<file path="src/rtl/exec_writeback_seq_pkg.sv">
// -----------------------------------------------------------------------------
// exec_writeback_seq_pkg
// Shared definitions for the execute back end:
//   - functype codes (also used by the operand picker)
//   - default geometry: ELEMS vector elements of EW bits, AW-bit addresses
//   - writeback sequencer state encoding
// -----------------------------------------------------------------------------
package exec_writeback_seq_pkg;

  localparam int DEF_ELEMS = 16;
  localparam int DEF_EW    = 16;
  localparam int DEF_AW    = 16;

  localparam logic [3:0] FT_VADD = 4'b0000;
  localparam logic [3:0] FT_VDOT = 4'b0001;
  localparam logic [3:0] FT_SMUL = 4'b0010;
  localparam logic [3:0] FT_SST  = 4'b0011;
  localparam logic [3:0] FT_VLD  = 4'b0100;
  localparam logic [3:0] FT_VST  = 4'b0101;
  localparam logic [3:0] FT_SLL  = 4'b0110;
  localparam logic [3:0] FT_SLH  = 4'b0111;
  localparam logic [3:0] FT_J    = 4'b1000;
  localparam logic [3:0] FT_NOP  = 4'b1111;

  typedef enum logic [2:0] {
    ST_IDLE     = 3'd0,
    ST_SINGLE   = 3'd1,
    ST_VST_XFER = 3'd2,
    ST_VLD_XFER = 3'd3,
    ST_VLD_WB   = 3'd4
  } state_e;

endpackage

</file>
<file path="src/rtl/exec_writeback_seq.sv">
// -----------------------------------------------------------------------------
// exec_writeback_seq
// Retires one executed instruction: vector/scalar register writes, PC load,
// scalar store, and the element-serial VST/VLD memory transfers.
//
// Ports
//   clk, rst                    clock, synchronous active-high reset
//   start                       accept pulse (honoured only when idle)
//   functype, result            instruction code and execute output
//   store_vec, store_scalar     store data for VST / SST
//   vd, rd                      destination vector / scalar register
//   mem_rdata                   memory read data, one cycle after mem_re
//   busy, done                  in-progress flag, final-cycle pulse
//   vwe/vwaddr/vwdata           vector register file write port
//   swe/swaddr/swdata           scalar register file write port
//   pc_load/pc_next             PC load port
//   mem_addr/mem_wdata/mem_we/mem_re   memory port
//
// All strobes, addresses and data are registered. Address/data outputs keep
// their last value while their strobe is low.
// -----------------------------------------------------------------------------
module exec_writeback_seq
  import exec_writeback_seq_pkg::*;
#(
  parameter int ELEMS = DEF_ELEMS,
  parameter int EW    = DEF_EW,
  parameter int AW    = DEF_AW
) (
  input  logic                clk,
  input  logic                rst,
  input  logic                start,
  input  logic [3:0]          functype,
  input  logic [ELEMS*EW-1:0] result,
  input  logic [ELEMS*EW-1:0] store_vec,
  input  logic [EW-1:0]       store_scalar,
  input  logic [2:0]          vd,
  input  logic [2:0]          rd,
  input  logic [EW-1:0]       mem_rdata,
  output logic                busy,
  output logic                done,
  output logic                vwe,
  output logic [2:0]          vwaddr,
  output logic [ELEMS*EW-1:0] vwdata,
  output logic                swe,
  output logic [2:0]          swaddr,
  output logic [EW-1:0]       swdata,
  output logic                pc_load,
  output logic [AW-1:0]       pc_next,
  output logic [AW-1:0]       mem_addr,
  output logic [EW-1:0]       mem_wdata,
  output logic                mem_we,
  output logic                mem_re
);

  localparam int VW = ELEMS * EW;
  localparam int CW = (ELEMS > 1) ? $clog2(ELEMS) : 1;
  localparam logic [CW-1:0] LAST = CW'(ELEMS - 1);

  state_e          state_q, state_d;
  logic [CW-1:0]   cnt_q, cnt_d;
  logic [2:0]      vd_q, vd_d;
  logic [VW-1:0]   store_vec_q, store_vec_d;
  logic [VW-1:0]   vld_buf_q, vld_buf_d;
  logic            done_q, done_d;
  logic            vwe_q, vwe_d;
  logic [2:0]      vwaddr_q, vwaddr_d;
  logic [VW-1:0]   vwdata_q, vwdata_d;
  logic            swe_q, swe_d;
  logic [2:0]      swaddr_q, swaddr_d;
  logic [EW-1:0]   swdata_q, swdata_d;
  logic            pc_load_q, pc_load_d;
  logic [AW-1:0]   pc_next_q, pc_next_d;
  logic [AW-1:0]   mem_addr_q, mem_addr_d;
  logic [EW-1:0]   mem_wdata_q, mem_wdata_d;
  logic            mem_we_q, mem_we_d;
  logic            mem_re_q, mem_re_d;

  logic [CW-1:0]   cnt_inc;
  logic [VW-1:0]   vld_shift;

  assign cnt_inc = cnt_q + CW'(1);
  // Read data enters at the top and shifts down, so after ELEMS samples the
  // first element read (lowest address) sits in the low bits.
  assign vld_shift = {mem_rdata, vld_buf_q[VW-1:EW]};

  always_comb begin
    // NOTE: every _d gets a default before the case so no path leaves one
    // unassigned; an unassigned path in always_comb would infer a latch.
    state_d     = state_q;
    cnt_d       = cnt_q;
    vd_d        = vd_q;
    store_vec_d = store_vec_q;
    vld_buf_d   = vld_buf_q;
    vwaddr_d    = vwaddr_q;
    vwdata_d    = vwdata_q;
    swaddr_d    = swaddr_q;
    swdata_d    = swdata_q;
    pc_next_d   = pc_next_q;
    mem_addr_d  = mem_addr_q;
    mem_wdata_d = mem_wdata_q;
    // Strobes and done are single-cycle unless re-asserted below.
    done_d      = 1'b0;
    vwe_d       = 1'b0;
    swe_d       = 1'b0;
    pc_load_d   = 1'b0;
    mem_we_d    = 1'b0;
    mem_re_d    = 1'b0;

    case (state_q)
      ST_IDLE: begin
        if (start) begin
          // Single-cycle ops consume result/store_scalar/rd straight into the
          // output registers; only what the multi-cycle ops need later is held.
          vd_d        = vd;
          store_vec_d = store_vec;
          cnt_d       = '0;
          state_d     = ST_SINGLE;
          done_d      = 1'b1;
          case (functype)
            FT_VADD, FT_SMUL: begin
              vwe_d    = 1'b1;
              vwaddr_d = vd;
              vwdata_d = result;
            end
            FT_VDOT, FT_SLL, FT_SLH: begin
              swe_d    = 1'b1;
              swaddr_d = rd;
              swdata_d = result[EW-1:0];
            end
            FT_J: begin
              pc_load_d = 1'b1;
              pc_next_d = result[AW-1:0];
            end
            FT_SST: begin
              mem_we_d    = 1'b1;
              mem_addr_d  = result[AW-1:0];
              mem_wdata_d = store_scalar;
            end
            FT_VST: begin
              state_d     = ST_VST_XFER;
              done_d      = (ELEMS == 1);
              mem_we_d    = 1'b1;
              mem_addr_d  = result[AW-1:0];
              mem_wdata_d = store_vec[EW-1:0];
            end
            FT_VLD: begin
              state_d    = ST_VLD_XFER;
              done_d     = 1'b0;
              mem_re_d   = 1'b1;
              mem_addr_d = result[AW-1:0];
            end
            default: ;  // NOP and undefined codes: done only
          endcase
        end
      end

      ST_SINGLE: state_d = ST_IDLE;

      // cnt_q is the element whose write is on the port this cycle.
      ST_VST_XFER: begin
        if (cnt_q == LAST) begin
          state_d = ST_IDLE;
        end else begin
          cnt_d       = cnt_inc;
          mem_we_d    = 1'b1;
          mem_addr_d  = mem_addr_q + AW'(1);  // wraps modulo 2^AW
          mem_wdata_d = store_vec_q[EW*cnt_inc +: EW];
          done_d      = (cnt_inc == LAST);
        end
      end

      // cnt_q is the element whose read is issued this cycle; the data for
      // element cnt_q-1 is on mem_rdata now.
      ST_VLD_XFER: begin
        if (cnt_q != '0) vld_buf_d = vld_shift;
        if (cnt_q == LAST) begin
          state_d = ST_VLD_WB;
        end else begin
          cnt_d      = cnt_inc;
          mem_re_d   = 1'b1;
          mem_addr_d = mem_addr_q + AW'(1);
        end
      end

      // First VLD_WB cycle catches the last element and arms the write;
      // the second presents vwe/done, then the sequencer returns to idle.
      ST_VLD_WB: begin
        if (!done_q) begin
          vld_buf_d = vld_shift;
          vwe_d     = 1'b1;
          vwaddr_d  = vd_q;
          vwdata_d  = vld_shift;
          done_d    = 1'b1;
        end else begin
          state_d = ST_IDLE;
        end
      end

      default: state_d = ST_IDLE;
    endcase
  end

  // NOTE: sequential state uses non-blocking assignments so every flop
  // samples the pre-edge value of every other flop.
  always_ff @(posedge clk) begin
    if (rst) begin
      state_q     <= ST_IDLE;
      cnt_q       <= '0;
      vd_q        <= '0;
      store_vec_q <= '0;
      vld_buf_q   <= '0;
      done_q      <= 1'b0;
      vwe_q       <= 1'b0;
      vwaddr_q    <= '0;
      vwdata_q    <= '0;
      swe_q       <= 1'b0;
      swaddr_q    <= '0;
      swdata_q    <= '0;
      pc_load_q   <= 1'b0;
      pc_next_q   <= '0;
      mem_addr_q  <= '0;
      mem_wdata_q <= '0;
      mem_we_q    <= 1'b0;
      mem_re_q    <= 1'b0;
    end else begin
      state_q     <= state_d;
      cnt_q       <= cnt_d;
      vd_q        <= vd_d;
      store_vec_q <= store_vec_d;
      vld_buf_q   <= vld_buf_d;
      done_q      <= done_d;
      vwe_q       <= vwe_d;
      vwaddr_q    <= vwaddr_d;
      vwdata_q    <= vwdata_d;
      swe_q       <= swe_d;
      swaddr_q    <= swaddr_d;
      swdata_q    <= swdata_d;
      pc_load_q   <= pc_load_d;
      pc_next_q   <= pc_next_d;
      mem_addr_q  <= mem_addr_d;
      mem_wdata_q <= mem_wdata_d;
      mem_we_q    <= mem_we_d;
      mem_re_q    <= mem_re_d;
    end
  end

  assign busy      = (state_q != ST_IDLE);
  assign done      = done_q;
  assign vwe       = vwe_q;
  assign vwaddr    = vwaddr_q;
  assign vwdata    = vwdata_q;
  assign swe       = swe_q;
  assign swaddr    = swaddr_q;
  assign swdata    = swdata_q;
  assign pc_load   = pc_load_q;
  assign pc_next   = pc_next_q;
  assign mem_addr  = mem_addr_q;
  assign mem_wdata = mem_wdata_q;
  assign mem_we    = mem_we_q;
  assign mem_re    = mem_re_q;

endmodule

</file>
<file path="config.mk">
export PLATFORM = sky130hd
export DESIGN_NAME = exec_writeback_seq
export DESIGN_NICKNAME = d
export VERILOG_FILES = /design/src/rtl/exec_writeback_seq_pkg.sv /design/src/rtl/exec_writeback_seq.sv
export SDC_FILE = /design/constraint.sdc
export NUM_CORES = 2
export LEC_CHECK = 0
export BUFFER_PORTS_ARGS = -buffer_cell sky130_fd_sc_hd__buf_2
export CORE_AREA = 2 2 351 353
export CTS_CLUSTER_SIZE = 40
export DETAILED_ROUTE_END_ITERATION = 10
export DIE_AREA = 0 0 353 355
export PLACE_DENSITY = 0.46
export SYNTH_ARGS = -nofsm -noshare
export SYNTH_HDL_FRONTEND = slang
export SYNTH_SLANG_ARGS = --single-unit
</file>
<file path="constraint.sdc">
create_clock -name clk -period 7.7 [get_ports clk]
set_input_delay 0 -clock clk [delete_from_list [all_inputs] [get_ports clk]]
set_output_delay 0 -clock clk [all_outputs]
set_load 0.05 [all_outputs]
</file>
## Word level (Yosys, flattened, before mapping)

Cells that the tools add are included.
W data, S select, Z words.

| cells by class | value |
|---|---|
| $add $sub $neg | 2 |
| equality and inequality tests | 24 |
| shift operators | 1 |
| multiplexer cells | 44 |
| bitwise operators | 2 |
| reduce and logical (&&, ||, !) cells | 24 |

Operators with widths:

| operator | count |
|---|---|
| $mux W256 | 4 |
| $pmux W256 S2 | 2 |
| $shiftx A256 B9 Y16 | 1 |
| $pmux W16 S2 | 3 |
| $mux W16 | 5 |
| $mux W3 | 7 |
| $ne A2 B2 Y1 const B | 9 |
| $add A16 B1 Y16 const B | 1 |
| $eq A4 B3 Y1 const B | 4 |
| $reduce_and A4 Y1 | 4 |
| $mux W1 | 13 |
| $eq A4 B4 Y1 const B | 3 |
| $pmux W3 S4 | 1 |
| $reduce_and A3 Y1 | 4 |
| $reduce_or A3 Y1 | 3 |
| $eq A4 B2 Y1 const B | 2 |
| $mux W4 | 2 |
| $pmux W4 S2 | 1 |
| $reduce_bool A2 Y1 | 4 |
| $reduce_or A2 Y1 | 4 |
| $eq A3 B2 Y1 const B | 2 |
| $pmux W1 S2 | 3 |
| $pmux W3 S2 | 1 |
| $add A4 B1 Y4 const B | 1 |
| 12 further kinds | 13 |

| storage, ports and cells | value |
|---|---|
| register bits after elaboration | 854 |
| input port bits | 557 |
| word-level logic and storage cells | 115 |

## Logic depth before layout (Yosys ltp)

| logic depth | value |
|---|---|
| depth after elaboration | 5 |
| gate-level depth with buffers | 12 |
| depth with buffers taken out | 6 |

## Worst setup path before layout

OpenSTA, ideal clock, no wires.

| timing | value |
|---|---|
| kind | reg2reg |
| from | reg cnt_q[0] |
| to | reg mem_wdata_q[0] (netlist: mem_wdata[0]) |
| library setup time | 0.124 ns |
| data arrival time | 3.405 ns |
| required time | 7.576 ns |
| path slack | 4.171 ns |
| cell stages (with the launch flop) | 12 |
| buffers on the path | 5 |
| clock period less this slack | 3.529 ns |
| path through | dfxtp_1 clkbuf_1 buf_1 buf_1 inv_1 ha_1 clkbuf_1 buf_2 mux4_2 mux2_2 a222oi_1 nor2_1 |

| between the ends | value |
|---|---|
| word-level cells in the longest chain between the ends | 4 |
| elaborated cells between the ends (all ways) | 7 |

Ends and longest elaborated chain:

| item | line | text |
|---|---|---|
| from (decl) | exec_writeback_seq.sv:60 | `logic [CW-1:0] cnt_q, cnt_d;` |
| from (signal assigned) | exec_writeback_seq.sv:227 | `cnt_q <= cnt_d;` |
| $add A4 B1 Y4 | exec_writeback_seq.sv:81 | `assign cnt_inc = cnt_q + CW'(1);` |
| $shiftx A256 B9 Y16 | exec_writeback_seq.sv:167 | `mem_wdata_d = store_vec_q[EW*cnt_inc +: EW];` |
| $mux W16 | exec_writeback_seq.sv:161 | `if (cnt_q == LAST) begin` |
| $pmux W16 S2 | exec_writeback_seq.sv:109 | `case (state_q)` |
| to (signal assigned) | exec_writeback_seq.sv:241 | `mem_wdata_q <= mem_wdata_d;` |
| to (decl) | exec_writeback_seq.sv:74 | `logic [EW-1:0] mem_wdata_q, mem_wdata_d;` |

Several ways; a longest one is shown, not always the timed one. The select of a mux whose other input is x is not followed.
A chain may end at the register's enable or synchronous reset.

## Worst setup path in the final report

| timing | value |
|---|---|
| from | reg cnt_q[0] |
| to | reg mem_wdata_q[14] (netlist: mem_wdata[14]) |

The elaborated chain is that of the path after synthesis.

==> run_summary.xml <==
<?xml version="1.0" encoding="UTF-8"?>
<metrics>
  <group name="global_route">
    <metric name="grt_start_max_net_pins" unit="">190</metric>
    <metric name="overflow" unit="">0</metric>
    <metric name="grt_pass1_vias" unit="">33930</metric>
    <metric name="grt_antenna_before_repair" unit="">8</metric>
    <metric name="groute.usage.overall" unit="%">23.52</metric>
    <metric name="grt_first_pass_wirelength" unit="µm">223900</metric>
  </group>
  <group name="final_layout">
    <metric name="post_route_cells_drive_above_1_share" unit="%">21.93</metric>
    <metric name="core_util_final" unit="%">40.00</metric>
    <metric name="final_nets" unit="">5995</metric>
    <metric name="syn_to_final_growth" unit="%">43.52</metric>
    <metric name="final_common_cell" unit="">nand2_1</metric>
    <metric name="stdcell_area" unit="µm²">48550</metric>
    <metric name="most-common-layout-cells" unit="">nand2_1 (1548), buf_2 (888), dfxtp_1 (837)</metric>
  </group>
  <group name="sta">
    <metric name="hold_ws" unit="ns">0.05919</metric>
    <metric name="timing_max_transition_violations_final" unit="">0</metric>
    <metric name="finalCritPeriodShare" unit="%">54.90</metric>
    <metric name="worst_slew_pin_slew" unit="ns">1.149</metric>
    <metric name="hold_violations" unit="">0</metric>
    <metric name="setup-tns-final" unit="ns">0</metric>
    <metric name="slew_headroom" unit="%">23.43</metric>
    <metric name="max_freq" unit="GHz">0.2366</metric>
    <metric name="finalCriticalPeriod" unit="ns">4.227</metric>
    <metric name="skew" unit="ns">0.03997</metric>
    <metric name="rsz0062_at_grt" unit="">no</metric>
    <metric name="setup_viol" unit="">0</metric>
  </group>
  <group name="route">
    <metric name="drtAntennaViolNets" unit="">0</metric>
    <metric name="dr_total_vias" unit="">34930</metric>
    <metric name="routedWlPerCell" unit="µm">21.60</metric>
    <metric name="drt_first_pass_iters" unit="">5</metric>
    <metric name="drt-vias-per-instance" unit="">4.886</metric>
    <metric name="routed_wl" unit="µm">154500</metric>
    <metric name="1st_iter_drt_viols" unit="">2734</metric>
    <metric name="drcViolationCount" unit="">0</metric>
  </group>
  <group name="clock_network">
    <metric name="clock_tree_from_tritoncts" unit="">yes</metric>
    <metric name="h-tree-depth" unit="">3</metric>
    <metric name="cts_setup_buffers" unit="">0</metric>
    <metric name="clock_sink_count" unit="">838</metric>
    <metric name="ctsLongestPathBuffers" unit="">3</metric>
    <metric name="clk_root_buffer_cell" unit="">clkbuf_16</metric>
    <metric name="cts_bufs_inserted" unit="">99</metric>
    <metric name="path_clk_slew" unit="ns">0.06</metric>
    <metric name="clock_latency" unit="ns">0.70</metric>
  </group>
  <group name="placement">
    <metric name="gp_congestion" unit="">0.8751</metric>
    <metric name="io_buffer_count" unit="">889</metric>
    <metric name="detailed_place_hpwl" unit="µm">107400</metric>
    <metric name="placed_area" unit="µm²">39160</metric>
  </group>
  <group name="floorplanning">
    <metric name="core_region_area" unit="µm²">121400</metric>
    <metric name="initial_core_util" unit="%">27.87</metric>
    <metric name="die_area" unit="µm²">125300</metric>
    <metric name="core.rowCount" unit="">128</metric>
    <metric name="die_height" unit="µm">355</metric>
    <metric name="io-pin-count" unit="">890</metric>
    <metric name="die_w" unit="µm">353</metric>
  </group>
  <group name="setup_path">
    <metric name="worstSetupStartpointType" unit="">register</metric>
    <metric name="worst-path-buf-inv" unit="">3</metric>
    <metric name="critPathKind" unit="">reg2reg</metric>
    <metric name="path_max_fanout" unit="">69</metric>
    <metric name="cp_data_required_time" unit="ns">8.28</metric>
    <metric name="slowest_stage" unit="">buf_4</metric>
    <metric name="cpPeakStageDelay" unit="ns">0.79</metric>
    <metric name="path_cells" unit="">buf_4, inv_1, ha_4, buf_4, mux4_2, mux2_2, a222oi_1, nor2_1</metric>
    <metric name="setup.worst_path.end_class" unit="">register</metric>
    <metric name="worst_path_most_repeated_cell" unit="">buf_4</metric>
    <metric name="arrival" unit="ns">4.81</metric>
    <metric name="timing.critical_path.max_delay_family" unit="">buffers and inverters</metric>
  </group>
  <group name="yosys">
    <metric name="ys_seq_elements" unit="">838</metric>
    <metric name="synth_seq_area_share" unit="%">49.59</metric>
    <metric name="synthesis.area_per_instance" unit="µm²">8.105</metric>
    <metric name="synthArstFlopShare" unit="%">0</metric>
    <metric name="synth_edf_count" unit="">0</metric>
    <metric name="yosys_warnings" unit="">0</metric>
    <metric name="netlist-cell-type-count" unit="">55</metric>
    <metric name="primary_ff_master_synth" unit="">dfxtp_1</metric>
    <metric name="synthesis.instances" unit="">4174</metric>
    <metric name="synth_fp_nets" unit="">4735</metric>
    <metric name="syn_area" unit="µm²">33830</metric>
  </group>
  <group name="flow_run">
    <metric name="cap_viol_max_count" unit="">0</metric>
  </group>
  <group name="power_and_ir_drop">
    <metric name="power.ir.vdd_worst" unit="mV">0.1668</metric>
    <metric name="power_density" unit="nW/µm²">224.2</metric>
    <metric name="power.leakage" unit="µW">0.01945</metric>
    <metric name="report.power.total" unit="µW">10890</metric>
  </group>
  <group name="run_status">
    <metric name="result_of_the_run" unit="">finished, final reports clean</metric>
  </group>
  <group name="worst_hold_path">
    <metric name="hold_path.class" unit="">in2reg</metric>
  </group>
</metrics>
## kinds of logic (layout without fill, tap and decap cells)
family / after synthesis / after routing / share of synthesized area (%)
xor+xnor: 2 / 2 / 0.05179
mux: 147 / 147 / 6.827
buf+inv: 371 / 1715 / 4.897
other cells: 0 / 6 / 0
simple gates: 1949 / 1949 / 22.12
compound gates: 863 / 863 / 16.37
flops: 838 / 838 / 49.59
fa+ha+maj: 4 / 4 / 0.1479
## layer usage
layer,wire length [µm],track usage (%),vias up
met5,41,0,-
met4,8106,11.30,6
met3,8335,3.774,317
met2,71390,38.49,1220
met1,66570,30.24,16660
li1,-,-,16730
## Yosys cell counts, types with 19 or more instances
| master | number | area (µm²) |
|---|---|---|
| nor2_1 | 346 | 1299 |
| dfxtp_1 | 838 | 16780 |
| a21oi_1 | 527 | 2638 |
| a311oi_1 | 259 | 2268 |
| mux2i_1 | 53 | 530.5 |
| buf_2 | 43 | 215.2 |
| buf_6 | 28 | 315.3 |
| mux4_2 | 64 | 1441 |
| clkbuf_1 | 289 | 1085 |
| o22ai_1 | 19 | 118.9 |
| nand2_1 | 1549 | 5814 |
| mux2_2 | 30 | 337.8 |
## per-stage QoR
step / std cells / worst slack, ns
after floorplan: 4174 / 4.171
after global placement: 6362 / 3.415
after detailed placement: 6362 / 3.348
after CTS: 7143 / 3.342
after global routing: 7145 / 3.045
final: 7149 / 3.473
## registers in the layout, summed over array words and instances, names as in the netlist, 3 cells and up
| signal | flops |
|---|---|
| swdata | 16 |
| mem_wdata | 16 |
| vwaddr | 3 |
| vwdata | 256 |
| vd_q | 3 |
| vld_buf_q | 240 |
| pc_next | 16 |
| store_vec_q | 256 |
| swaddr | 3 |
| cnt_q | 4 |
| state_q | 3 |
| mem_addr | 16 |
## power breakdown
| group | switching, µW | total, µW | internal, µW |
|---|---|---|---|
| clock | 2030 | 4960 | 2930 |
| sequential | 103 | 4590 | 4490 |
| combinational | 793 | 1330 | 539 |
## tightest hold or removal path, delay by kind of cell
family	cells	cell delay, ns
muxes	1	0.09
and+or+nand+nor	1	0.08
buffers and inverters	1	0.12
AOI/OAI and AO/OA	2	0.42
## worst paths after layout
check | startpoint | to | slack (ns) | depth (start not counted)
worst max register to register | cnt_q[0] | mem_wdata[14] | 3.47 | 8
worst min register to register | vld_buf_q[118] | vld_buf_q[102] | 0.45 | 2
worst min-delay path | store_scalar[2] | mem_wdata[2] | 0.06 | 5
worst max-delay path | cnt_q[0] | mem_wdata[14] | 3.47 | 8
## layout make-up
class	count	area, µm²
diodes	6	15.01
flip-flops and latches	838	16780
well taps	1625	2033
repair buffers	1527	10800
fillers	12570	72840
clock inverters	49	659.4
multi-input cells	2965	15500
clock buffers	136	2756
inverters	3	11.26
## repair_timing
action / in CTS / in global routing
setup endpoints to repair: 0 / 0
hold buffers: 596 / 0
gates resized for setup: 0 / 0
endpoints found under the hold margin: 608 / 0
Note: power is estimated with default switching activity, not from simulation.
